<file path="config.mk">
export PLATFORM = sky130hd
export DESIGN_NAME = fetch_pc_gen
export DESIGN_NICKNAME = d
export VERILOG_FILES = /design/src/rtl/fetch_pc_gen.sv
export SDC_FILE = /design/constraint.sdc
export NUM_CORES = 1
export LEC_CHECK = 0
export BUFFER_PORTS_ARGS = -buffer_cell sky130_fd_sc_hd__buf_2
export CAP_MARGIN = 20
export CORE_ASPECT_RATIO = 1.1
export CORE_MARGIN = 8
export CORE_UTILIZATION = 30
export CTS_BUF_LIST = sky130_fd_sc_hd__clkbuf_4 sky130_fd_sc_hd__clkbuf_8 sky130_fd_sc_hd__clkbuf_16
export CTS_CLUSTER_DIAMETER = 50
export DETAILED_ROUTE_END_ITERATION = 7
export MAX_ROUTING_LAYER = met4
export PLACE_DENSITY = 0.58
export SLEW_MARGIN = 10
export SYNTH_ARGS = -nofsm -noshare
export SYNTH_HDL_FRONTEND = slang
export SYNTH_SLANG_ARGS = --single-unit
</file>
<file path="constraint.sdc">
create_clock -name clk -period 4.6 [get_ports clk]
set_clock_uncertainty 0.05 [all_clocks]
set_input_delay 0.92 -clock clk [delete_from_list [all_inputs] [get_ports clk]]
set_output_delay 0.92 -clock clk [all_outputs]
set_load 0.02 [all_outputs]
</file>
<file path="src/rtl/fetch_pc_gen.sv">
// Fetch PC generator: two-stage F0/F1 fetch with BTB lookup, 2-bit BHT direction
// prediction and execute-stage redirect on mispredict.
module fetch_pc_gen #(
  parameter int                  PC_WIDTH  = 32,
  parameter int                  BHT_DEPTH = 16,
  parameter int                  BHT_PTR   = 4,
  parameter logic [PC_WIDTH-1:0] RESET_PC  = '0
) (
  input  logic                clk,
  input  logic                reset,
  input  logic                stall,
  output logic                lookup_valid,
  output logic [PC_WIDTH-1:0] lookup_pc,
  input  logic                hit,
  input  logic [PC_WIDTH-1:0] target_pc,
  output logic                update_valid,
  output logic [PC_WIDTH-1:0] update_pc,
  output logic [PC_WIDTH-1:0] update_target,
  input  logic                ex_valid,
  input  logic                ex_is_branch,
  input  logic                ex_taken,
  input  logic                ex_pred_taken,
  input  logic [PC_WIDTH-1:0] ex_pc,
  input  logic [PC_WIDTH-1:0] ex_target,
  input  logic [PC_WIDTH-1:0] ex_pred_target,
  output logic                out_valid,
  output logic [PC_WIDTH-1:0] out_pc,
  output logic [PC_WIDTH-1:0] out_pred_target,
  output logic                out_pred_taken,
  output logic                flush
);

  localparam logic [PC_WIDTH-1:0] PC_STEP = PC_WIDTH'(4);

  logic [PC_WIDTH-1:0] pc;
  logic [PC_WIDTH-1:0] f1_pc;
  logic                f1_valid;
  logic [1:0]          bht [BHT_DEPTH];
  logic [BHT_PTR-1:0]  rd_idx;
  logic [BHT_PTR-1:0]  wr_idx;
  logic                ex_branch;
  logic                mispredict;
  logic                pred;

  assign rd_idx    = f1_pc[BHT_PTR+1:2];
  assign wr_idx    = ex_pc[BHT_PTR+1:2];
  assign ex_branch = ex_valid & ex_is_branch;

  // A taken branch is also wrong if it went somewhere other than the predicted target.
  assign mispredict = ex_branch &
                      ((ex_taken != ex_pred_taken) | (ex_taken & (ex_target != ex_pred_target)));

  assign pred            = f1_valid & hit & bht[rd_idx][1];
  assign lookup_valid    = reset & ~stall;
  assign lookup_pc       = pc;
  assign out_valid       = f1_valid & ~mispredict;
  assign out_pc          = f1_pc;
  assign out_pred_taken  = pred;
  assign out_pred_target = pred ? target_pc : f1_pc + PC_STEP;
  assign flush           = mispredict;
  assign update_valid    = ex_branch & ex_taken;
  assign update_pc       = ex_pc;
  assign update_target   = ex_target;

  always_ff @(posedge clk or negedge reset) begin
    if (!reset) begin
      pc       <= RESET_PC;
      f1_pc    <= RESET_PC;
      f1_valid <= 1'b0;
    end else if (mispredict) begin
      pc       <= ex_taken ? ex_target : ex_pc + PC_STEP;
      f1_valid <= 1'b0;
    end else if (!stall) begin
      f1_pc <= pc;
      if (pred) begin
        // Sequential fetch already issued behind the predicted branch is dropped.
        pc       <= target_pc;
        f1_valid <= 1'b0;
      end else begin
        pc       <= pc + PC_STEP;
        f1_valid <= 1'b1;
      end
    end
  end

  always_ff @(posedge clk or negedge reset) begin
    if (!reset) begin
      for (int i = 0; i < BHT_DEPTH; i++) begin
        bht[i] <= 2'b01;
      end
    end else if (ex_branch) begin
      if (ex_taken) begin
        if (bht[wr_idx] != 2'b11) bht[wr_idx] <= bht[wr_idx] + 2'b01;
      end else begin
        if (bht[wr_idx] != 2'b00) bht[wr_idx] <= bht[wr_idx] - 2'b01;
      end
    end
  end

endmodule

</file>
# == Word-level counts from Yosys, hierarchy flattened ==
# Cells that the tools add are included.
# word_totals
out_inout_bits,165
wordCells,71
input_bits,136
ff_bits,97
# classes
addsub,5
reduce_logical,5
bitwise_logic,13
eq_ne,5
muxes,21
order_cmp,3
# ops
op,count
32-bit two-way mux,8
32-bit by 3-bit adder with 32-bit output (second input constant),3
32-bit bitwise mux,2
32-bit inequality test,1
2-bit binary-select mux with 4-bit select,2
5-bit greater-or-equal comparator (second input constant),2
2-bit two-way mux,5
4-bit NOT with 5-bit output,2
1-bit AND,8
2-bit demux with 4-bit select,1
5-bit by 1-bit < comparator with 1-bit output (second input constant),1
2-bit by 1-bit inequality test with 1-bit output (second input constant),2
2-bit nonzero test,2
1-bit two-way mux,3
3-bit AND reduction,1
2-bit by 1-bit adder with 2-bit output (second input constant),1
2-bit inequality test (second input constant),1
1-bit NOT,2
2-bit AND reduction,1
2-bit by 1-bit subtractor with 2-bit output (second input constant),1
1-bit logical AND,1
1-bit inequality test,1
1-bit OR,1

# == Logic depth before layout (Yosys ltp) ==
# Gate-level depths: netlist of run 1.
# logic_depth
depth_word,8
mapped_depth,15
mapped_depth_nobuf,11

# == Worst setup path after synthesis of run 1 ==
# No wires, ideal clock.
# synth_timing
path_kind,in2reg
start,input ex_pc[3]
end,register bht[11] (netlist bit)
path_stages,13
t_arrival_ns,3.748
path_buffers,4
setup_slack_ns,0.678
required_time_ns,4.425
setup_time_ns,0.125
path_cell_list,buf_2 mux4_2 mux2_2 o21ai_0 inv_1 clkbuf_1 ha_1 mux2i_1 and3_1 clkbuf_1 clkbuf_1 nand3_1 mux2_2
# synth_via
elab_chain_len,8
word_cells_on_any_way,21
classes_between,add/sub: 2; order compare: 2; eq/ne: 2; mux: 10; bitwise: 1; reduce/logical: 4
# synth_rtl
item,line_no,text
start: declaration,23,"input logic [PC_WIDTH-1:0] ex_pc,"
4-bit NOT with 5-bit output (implied by the code) *,"93, 95",
"2-bit binary-select mux with 4-bit select, or another cell as far along","93, 95",
2-bit two-way mux (implied by the code) / 1-bit logical AND (equally long branches),"93, 95",
2-bit two-way mux (implied by the code),"93, 95",
"2-bit by 1-bit subtractor with 2-bit output, or another cell as far along",95,if (bht[wr_idx] != 2'b00) bht[wr_idx] <= bht[wr_idx] - 2'b01;
32-bit bitwise mux (on tied branches),"95, 93",
32-bit two-way mux (on tied branches),"95, 93",
32-bit two-way mux,92,if (ex_taken) begin
end signal: indexed assignment,89,bht[i] <= 2'b01;
end: declaration,38,logic [1:0] bht [BHT_DEPTH];
# Mark *: on every way between the ends. The rest lies on a longest branch, timed or not. The select of a mux whose other input is x is not followed.
# A chain may end at the register's enable or synchronous reset.

# == Final worst setup path of run 1 ==
# layout_timing
start,"register f1_pc[2], in the netlist out_pc[2]"
end,output out_pred_target[31]
# layout_via
elab_chain_len,6
word_cells_on_any_way,7
classes_between,add/sub: 1; mux: 4; bitwise: 2
# layout_rtl
item,line_no,text
start: declaration,36,logic [PC_WIDTH-1:0] f1_pc;
start signal: assignment,74,f1_pc <= pc;
"parallel branches: the longest is 5 deep, another holds 32-bit by 3-bit adder with 32-bit output",n/a,
32-bit two-way mux *,59,assign out_pred_target = pred ? target_pc : f1_pc + PC_STEP;
end: declaration,28,"output logic [PC_WIDTH-1:0] out_pred_target,"
# Every way passes the cells marked *. The select of a mux whose other input is x is not followed.

==> impl_metrics.env, run 1 <==
export IMPL_post_route_period_util=0.887
export IMPL_synthArstFlopShare=1.00
export IMPL_cts_resized_gates=0
export IMPL_cpPeakStageDelay_ns=0.60
export IMPL_dp_hpwl_mm=25.7
export IMPL_grt_ovfl_total=0
export IMPL_synth_largest_area_cell="dfrtp_1"
export IMPL_coreArea_sq_um=26900
export IMPL_io_buffers=300
export IMPL_synth_top_cell_area_share=0.249
export IMPL_cts_path_max_buffers=2
export IMPL_cts_setup_buffers=0
export IMPL_syn_area_per_cell_sq_um=9.13
export IMPL_ctsHoldBuffers=0
export IMPL_rows=63
export IMPL_synthFlopType="dfrtp_1"
export IMPL_nFillCells=2802
export IMPL_synth_nets=1037
export IMPL_syn_instance_count=893
export IMPL_cts_sinks=97
export IMPL_rsz0062_at_grt="no"
export IMPL_fin_nets=1257
export IMPL_crit_type="flip-flop to primary output"
export IMPL_post_route_util=0.369
export IMPL_path_clk_slew_ns=0.07
export IMPL_dp_slack_ns=0.765
export IMPL_worstSetupEndpointType="primary output"
export IMPL_fmax_ghz=0.245
export IMPL_cp_required_ns=3.63
export IMPL_tns_ns=0
export IMPL_first_pass_iters=4
export IMPL_die_area_sq_um=32700
export IMPL_place_gp_congestion=0.871
export IMPL_cts_buffers=9
export IMPL_critPathMaxFanout=22
export IMPL_worstSetupStartpointType="flip-flop"
export IMPL_slowest_stage="dfrtp_1"
export IMPL_synth_warnings=0
export IMPL_fin_ws_ns=0.521
export IMPL_synth_edf_count=0
export IMPL_cts_tree="built"
export IMPL_grt_pass1_vias=7892
export IMPL_remaining_drc_errors=0
export IMPL_synth_area_leaders="dfrtp_1, mux2_2, buf_4"
export IMPL_drv_cap=0
export IMPL_via_per_inst=5.19
export IMPL_path_buf_inv=3
export IMPL_die_y_microns=189
export IMPL_hold_viol_final=0
export IMPL_routedWlPerCell_microns=21.6
export IMPL_multi_input_area_sq_um=4920
export IMPL_worstPathArrival_ns=3.11
export IMPL_p_leak_nw=4.38
export IMPL_irDropWorstVdd_mv=0.344
export IMPL_die_w_microns=173
export IMPL_clock_latency_ns=0.36
export IMPL_drv_slew=0
export IMPL_drive_gt1_frac=0.397
export IMPL_ys_seq_area_frac=0.300
export IMPL_synth_most_common_cell="nand2_1"
export IMPL_worstPathCellList="buf_4, mux2_2, nor3b_2, nor4_4, nor2_4, inv_2, o21ai_0, buf_2"
export IMPL_hold_class="flip-flop to flip-flop"
export IMPL_maxSlewHeadroom=0.416
export IMPL_critPathTopFamily="buffers and inverters"
export IMPL_outcome="completed"
export IMPL_grt_pass1_wl_mm=48.1
export IMPL_start_util=0.303
export IMPL_final_seq_area_sq_um=2450
export IMPL_wirelength_mm=31.9
export IMPL_area_growth_pct=21.6
export IMPL_fin_crit_ns=4.08
export IMPL_syn_cell_area_sq_um=8150
export IMPL_power_density_cell_area_nw_per_um2=511
export IMPL_vias=7668
export IMPL_synth_commonest_cells="nand2_1, dfrtp_1, buf_4"
export IMPL_worst_slew_pin_slew_ns=0.875
export IMPL_antenna_found_initial=2
export IMPL_synth_seq_cells=97
export IMPL_setup_viol=0
export IMPL_synth_distinct_cells=73
export IMPL_track_usage=0.195
export IMPL_drt_iter0_markers=363
export IMPL_htree_num_levels=3
export IMPL_grt_max_degree=58
export IMPL_root_buffer="clkbuf_16"
export IMPL_pin_count=301
export IMPL_ant_nets=0
[placed cells by master (no fill, tap or decap), types with 4 or more instances in the layout]
cell and instances:
dfstp_2 16, xnor2_1 47, nor2b_1 6, mux4_2 11, xor2_1 55, ha_1 8
a21oi_2 7, nand4_1 23, nor3_1 16, mux2i_1 49, dfrtp_1 81, mux2_2 49
or3_1 5, nor2_1 34, and3_1 11, nor4_1 16, o211ai_1 6, clkbuf_16 9
and2_1 6, a2bb2oi_1 15, a31oi_1 4, buf_2 299, buf_4 22, a211oi_1 15
nand2_1 82, a21oi_1 34, and4_1 10, nand3_1 50, o21ai_0 46, inv_1 18
[through the flow]
step           area, sq um  cells  hold slack (ns)  total power, mW
6_report              9910   1477            0.437             5.06
5_1_grt               9910   1477            0.438             5.37
4_1_cts               9910   1475            0.434             5.11
3_5_place_dp          9570   1459            0.423             4.22
3_3_place_gp          9540   1457            0.416             4.19
2_1_floorplan         8150    893            0.406             3.27
[routing by layer]
metal,vias up,GRT usage,share of wire
li1,3629,-,-
met1,3718,0.232,0.42
met2,279,0.314,0.48
met3,42,0.0392,0.059
met4,0,0.0909,0.041
met5,-,-,0
[logic make-up after synthesis]
kind of cell,after synthesis,share of synthesized area
muxes,111,0.161
xor gates and xnor gates,102,0.110
buffers and inverters,133,0.0981
and+or+nand+nor,282,0.186
AOI/OAI and AO/OA,160,0.133
DFF,97,0.300
adders and majority gates,8,0.0123
[worst min-delay path, cell delays in order (launching register included)]
cell     delay (ns)
dfstp_2        0.37
nand2_1        0.04
o21ai_0        0.07
[report_power, final]
part	internal [mW]	switching [mW]
Sequential	1.19	0.462
Combinational	1.02	1.53
Clock	0.488	0.375
[layout make-up]
type,instances,area share
antenna,2,0.000505
clock buffer,9,0.0227
clock inverter,7,0.0111
inverter,20,0.00757
multi-input combinational,663,0.496
sequential,97,0.247
tap,357,0.0451
timing repair buffer,322,0.170
[worst paths after layout]
check,from,end,slack (ns),depth (start not counted)
worst max-delay path,out_pc[2],out_pred_target[31],0.52,8
worst min-delay path,flip-flop,flip-flop,0.44,2
worst max register to register,out_pc[2],lookup_pc[8],1.56,9
worst min register to register,flip-flop,flip-flop,0.44,2
max in group asynchronous,reset,out_pc[28],2.72,3
min in group asynchronous,reset,lookup_pc[6],0.64,2
Power figures use the tool's default switching activity.
==> inputs of run 2 (changes only) <==
ABC_AREA = 1   (was not set)
CORE_ASPECT_RATIO = not set   (was 1.1)
PLACE_DENSITY = 0.57   (was 0.58)
==> run 2 against run 1 <==
Effect of this change: critical path depth rose by 1; sequential share of layout area fell by 1.5 points; largest power group unchanged; area after synthesis rose by 9.7%; non-clock buffer count fell by 9; sequential cell count did not move; cell area rose by 6.5%; critical path type unchanged; clock power fell by 16%; register-to-register slack improved by 0.26 ns; setup slack improved by 0.093 ns; hold slack improved by 0.013 ns; first-iteration DRC count rose by 52%.
==> impl_metrics.env, run 2 <==
export IMPL_outcome="completed"
export IMPL_crit_start="out_pc[2]"
export IMPL_worstSetupStartpointType="flip-flop"
export IMPL_grt_pass1_wl_mm=58.8
export IMPL_ys_seq_area_frac=0.274
export IMPL_syn_instance_count=1465
export IMPL_final_common_cell="nand2_1"
export IMPL_root_buffer="clkbuf_16"
export IMPL_final_area_sq_um=10600
export IMPL_tns_ns=0
export IMPL_worstSetupEndpointType="primary output"
export IMPL_cts_buffers=9
export IMPL_critPathMaxFanout=15
export IMPL_grt_pass1_vias=10159
export IMPL_p_leak_nw=5.46
export IMPL_grt_max_degree=73
export IMPL_power_switching_mw=2.31
export IMPL_antenna_diode_count=0
export IMPL_grt_ovfl_total=0
export IMPL_drive_gt1_frac=0.222
export IMPL_fmax_ghz=0.251
export IMPL_synth_distinct_cells=38
export IMPL_ctsHoldBuffers=0
export IMPL_hold_class="flip-flop to flip-flop"
export IMPL_worstPathArrival_ns=3.02
export IMPL_maxSlewHeadroom=0.484
export IMPL_setup_viol=0
export IMPL_track_usage=0.217
export IMPL_final_cells=2068
export IMPL_htree_num_levels=3
export IMPL_dpl_cell_count=2051
export IMPL_path_buf_inv=2
export IMPL_worst_slew_pin_slew_ns=0.767
export IMPL_holdWs_ns=0.450
export IMPL_antenna_found_initial=0
export IMPL_synthArstFlopShare=1.00
export IMPL_synth_nets=1609
export IMPL_cts_path_max_buffers=2
export IMPL_slowest_stage="nor4_1"
export IMPL_post_route_util=0.358
export IMPL_ant_nets=0
export IMPL_fin_ws_ns=0.614
export IMPL_die_y_microns=189
export IMPL_cts_sinks=97
export IMPL_fin_nets=1817
export IMPL_rows=63
export IMPL_synth_most_common_cell="nand2_1"
export IMPL_finalPower_mw=4.53
export IMPL_routedWlPerCell_microns=18.7
export IMPL_die_area_sq_um=35600
export IMPL_synth_top_cell_area_share=0.227
export IMPL_start_util=0.303
export IMPL_area_growth_pct=18.1
export IMPL_cts_setup_buffers=0
export IMPL_remaining_drc_errors=0
export IMPL_dp_hpwl_mm=32.1
export IMPL_synth_largest_area_cell="dfrtp_1"
export IMPL_clock_latency_ns=0.36
export IMPL_drt_iter0_markers=553
export IMPL_post_dp_cell_area_sq_um=10300
export IMPL_drv_slew=0
export IMPL_syn_cell_area_sq_um=8940
export IMPL_power_internal_mw=2.22
export IMPL_synth_warnings=0
export IMPL_rrSetupSlack_ns=1.82
export IMPL_via_per_inst=4.88
export IMPL_layout_common_cells="nand2_1, buf_2, nand3_1, inv_1, nor2_1"
export IMPL_power_density_cell_area_nw_per_um2=429
export IMPL_io_buffers=300
export IMPL_synth_edf_count=0
export IMPL_cpPeakStageDelay_ns=0.68
export IMPL_syn_area_per_cell_sq_um=6.10
export IMPL_coreArea_sq_um=29500
export IMPL_hold_viol_final=0
export IMPL_p_clk_frac=0.161
export IMPL_wirelength_mm=38.8
export IMPL_synth_area_leaders="dfrtp_1, nand2_1, nand3_1"
export IMPL_rsz0062_at_grt="no"
export IMPL_dp_slack_ns=0.824
export IMPL_synth_commonest_cells="nand2_1, nand3_1, inv_1, nor2_1, o21ai_0"
export IMPL_vias=10096
export IMPL_drv_cap=0
export IMPL_cts_tree="built"
export IMPL_switching_share=0.510
export IMPL_first_pass_iters=5
export IMPL_path_clk_slew_ns=0.07
export IMPL_post_route_period_util=0.867
export IMPL_worstPathCellList="ha_1, inv_1, nor2_1, nand3_1, nor4_1, and2_1, o21ai_0, nand2_1, buf_2"
export IMPL_irDropWorstVdd_mv=0.184
export IMPL_combPwrFrac=0.503
export IMPL_crit_type="flip-flop to primary output"
export IMPL_synth_seq_cells=97
export IMPL_critPathTopFamily="simple AND/OR/NAND/NOR gates"
export IMPL_p_seq_frac=0.336
export IMPL_nFillCells=3348
export IMPL_place_gp_congestion=0.937
export IMPL_cp_required_ns=3.63
export IMPL_synthFlopType="dfrtp_1"
export IMPL_fin_crit_ns=3.99
export IMPL_die_w_microns=189
export IMPL_pin_count=301
export IMPL_cts_resized_gates=0
-- run 2: final cells by class --
type	instances	area (sq um)	share of cell area
tap	390	488	0.0462
clock buffer	10	233	0.0220
inverter	132	495	0.0469
clock inverter	6	42.5	0.00403
timing repair buffer	313	1610	0.153
sequential	97	2450	0.232
multi-input combinational	1120	5240	0.496
-- run 2: per-layer routing --
metal,up-vias,GRT usage,share of wire
met1,4636,0.287,0.47
met2,385,0.341,0.45
li1,5017,-,-
met3,58,0.0259,0.048
met5,-,-,0
met4,0,0.0758,0.031
-- run 2: cells by family after synthesis --
group | after synthesis | synth area share
simple gates | 913 | 0.428
buf+inv | 248 | 0.141
compound gates | 128 | 0.0769
flops | 97 | 0.274
xor+xnor | 71 | 0.0695
fa+ha+maj | 8 | 0.0112
-- run 2: power groups by stage --
stage,sequential [mW],combinational (mW),clock (mW)
finish,1.52,2.28,0.728
CTS,1.52,2.30,0.739
global placement,1.53,2.28,0
global route,1.56,2.54,0.770
floorplan,1.60,1.31,0
detailed placement,1.53,2.29,0
-- run 2: final timing paths --
| check | cells past startpoint | to |
|---|---|---|
| setup reg to reg | 12 | flip-flop |
| setup / recovery | 9 | out_pred_target[24] |
| min in group asynchronous | 1 | out_pc[0] |
| hold reg to reg | 2 | flip-flop |
| max in group asynchronous | 2 | lookup_pc[19] |
| hold / removal | 2 | flip-flop |
-- run 2: worst register-to-register path: cells and delay by family (launching register included) --
family | cells | cell delay, ns
compound gates | 3 | 0.60
fa+ha+maj | 1 | 0.21
buf+inv | 1 | 0.09
flops | 1 | 0.58
simple gates | 7 | 1.21
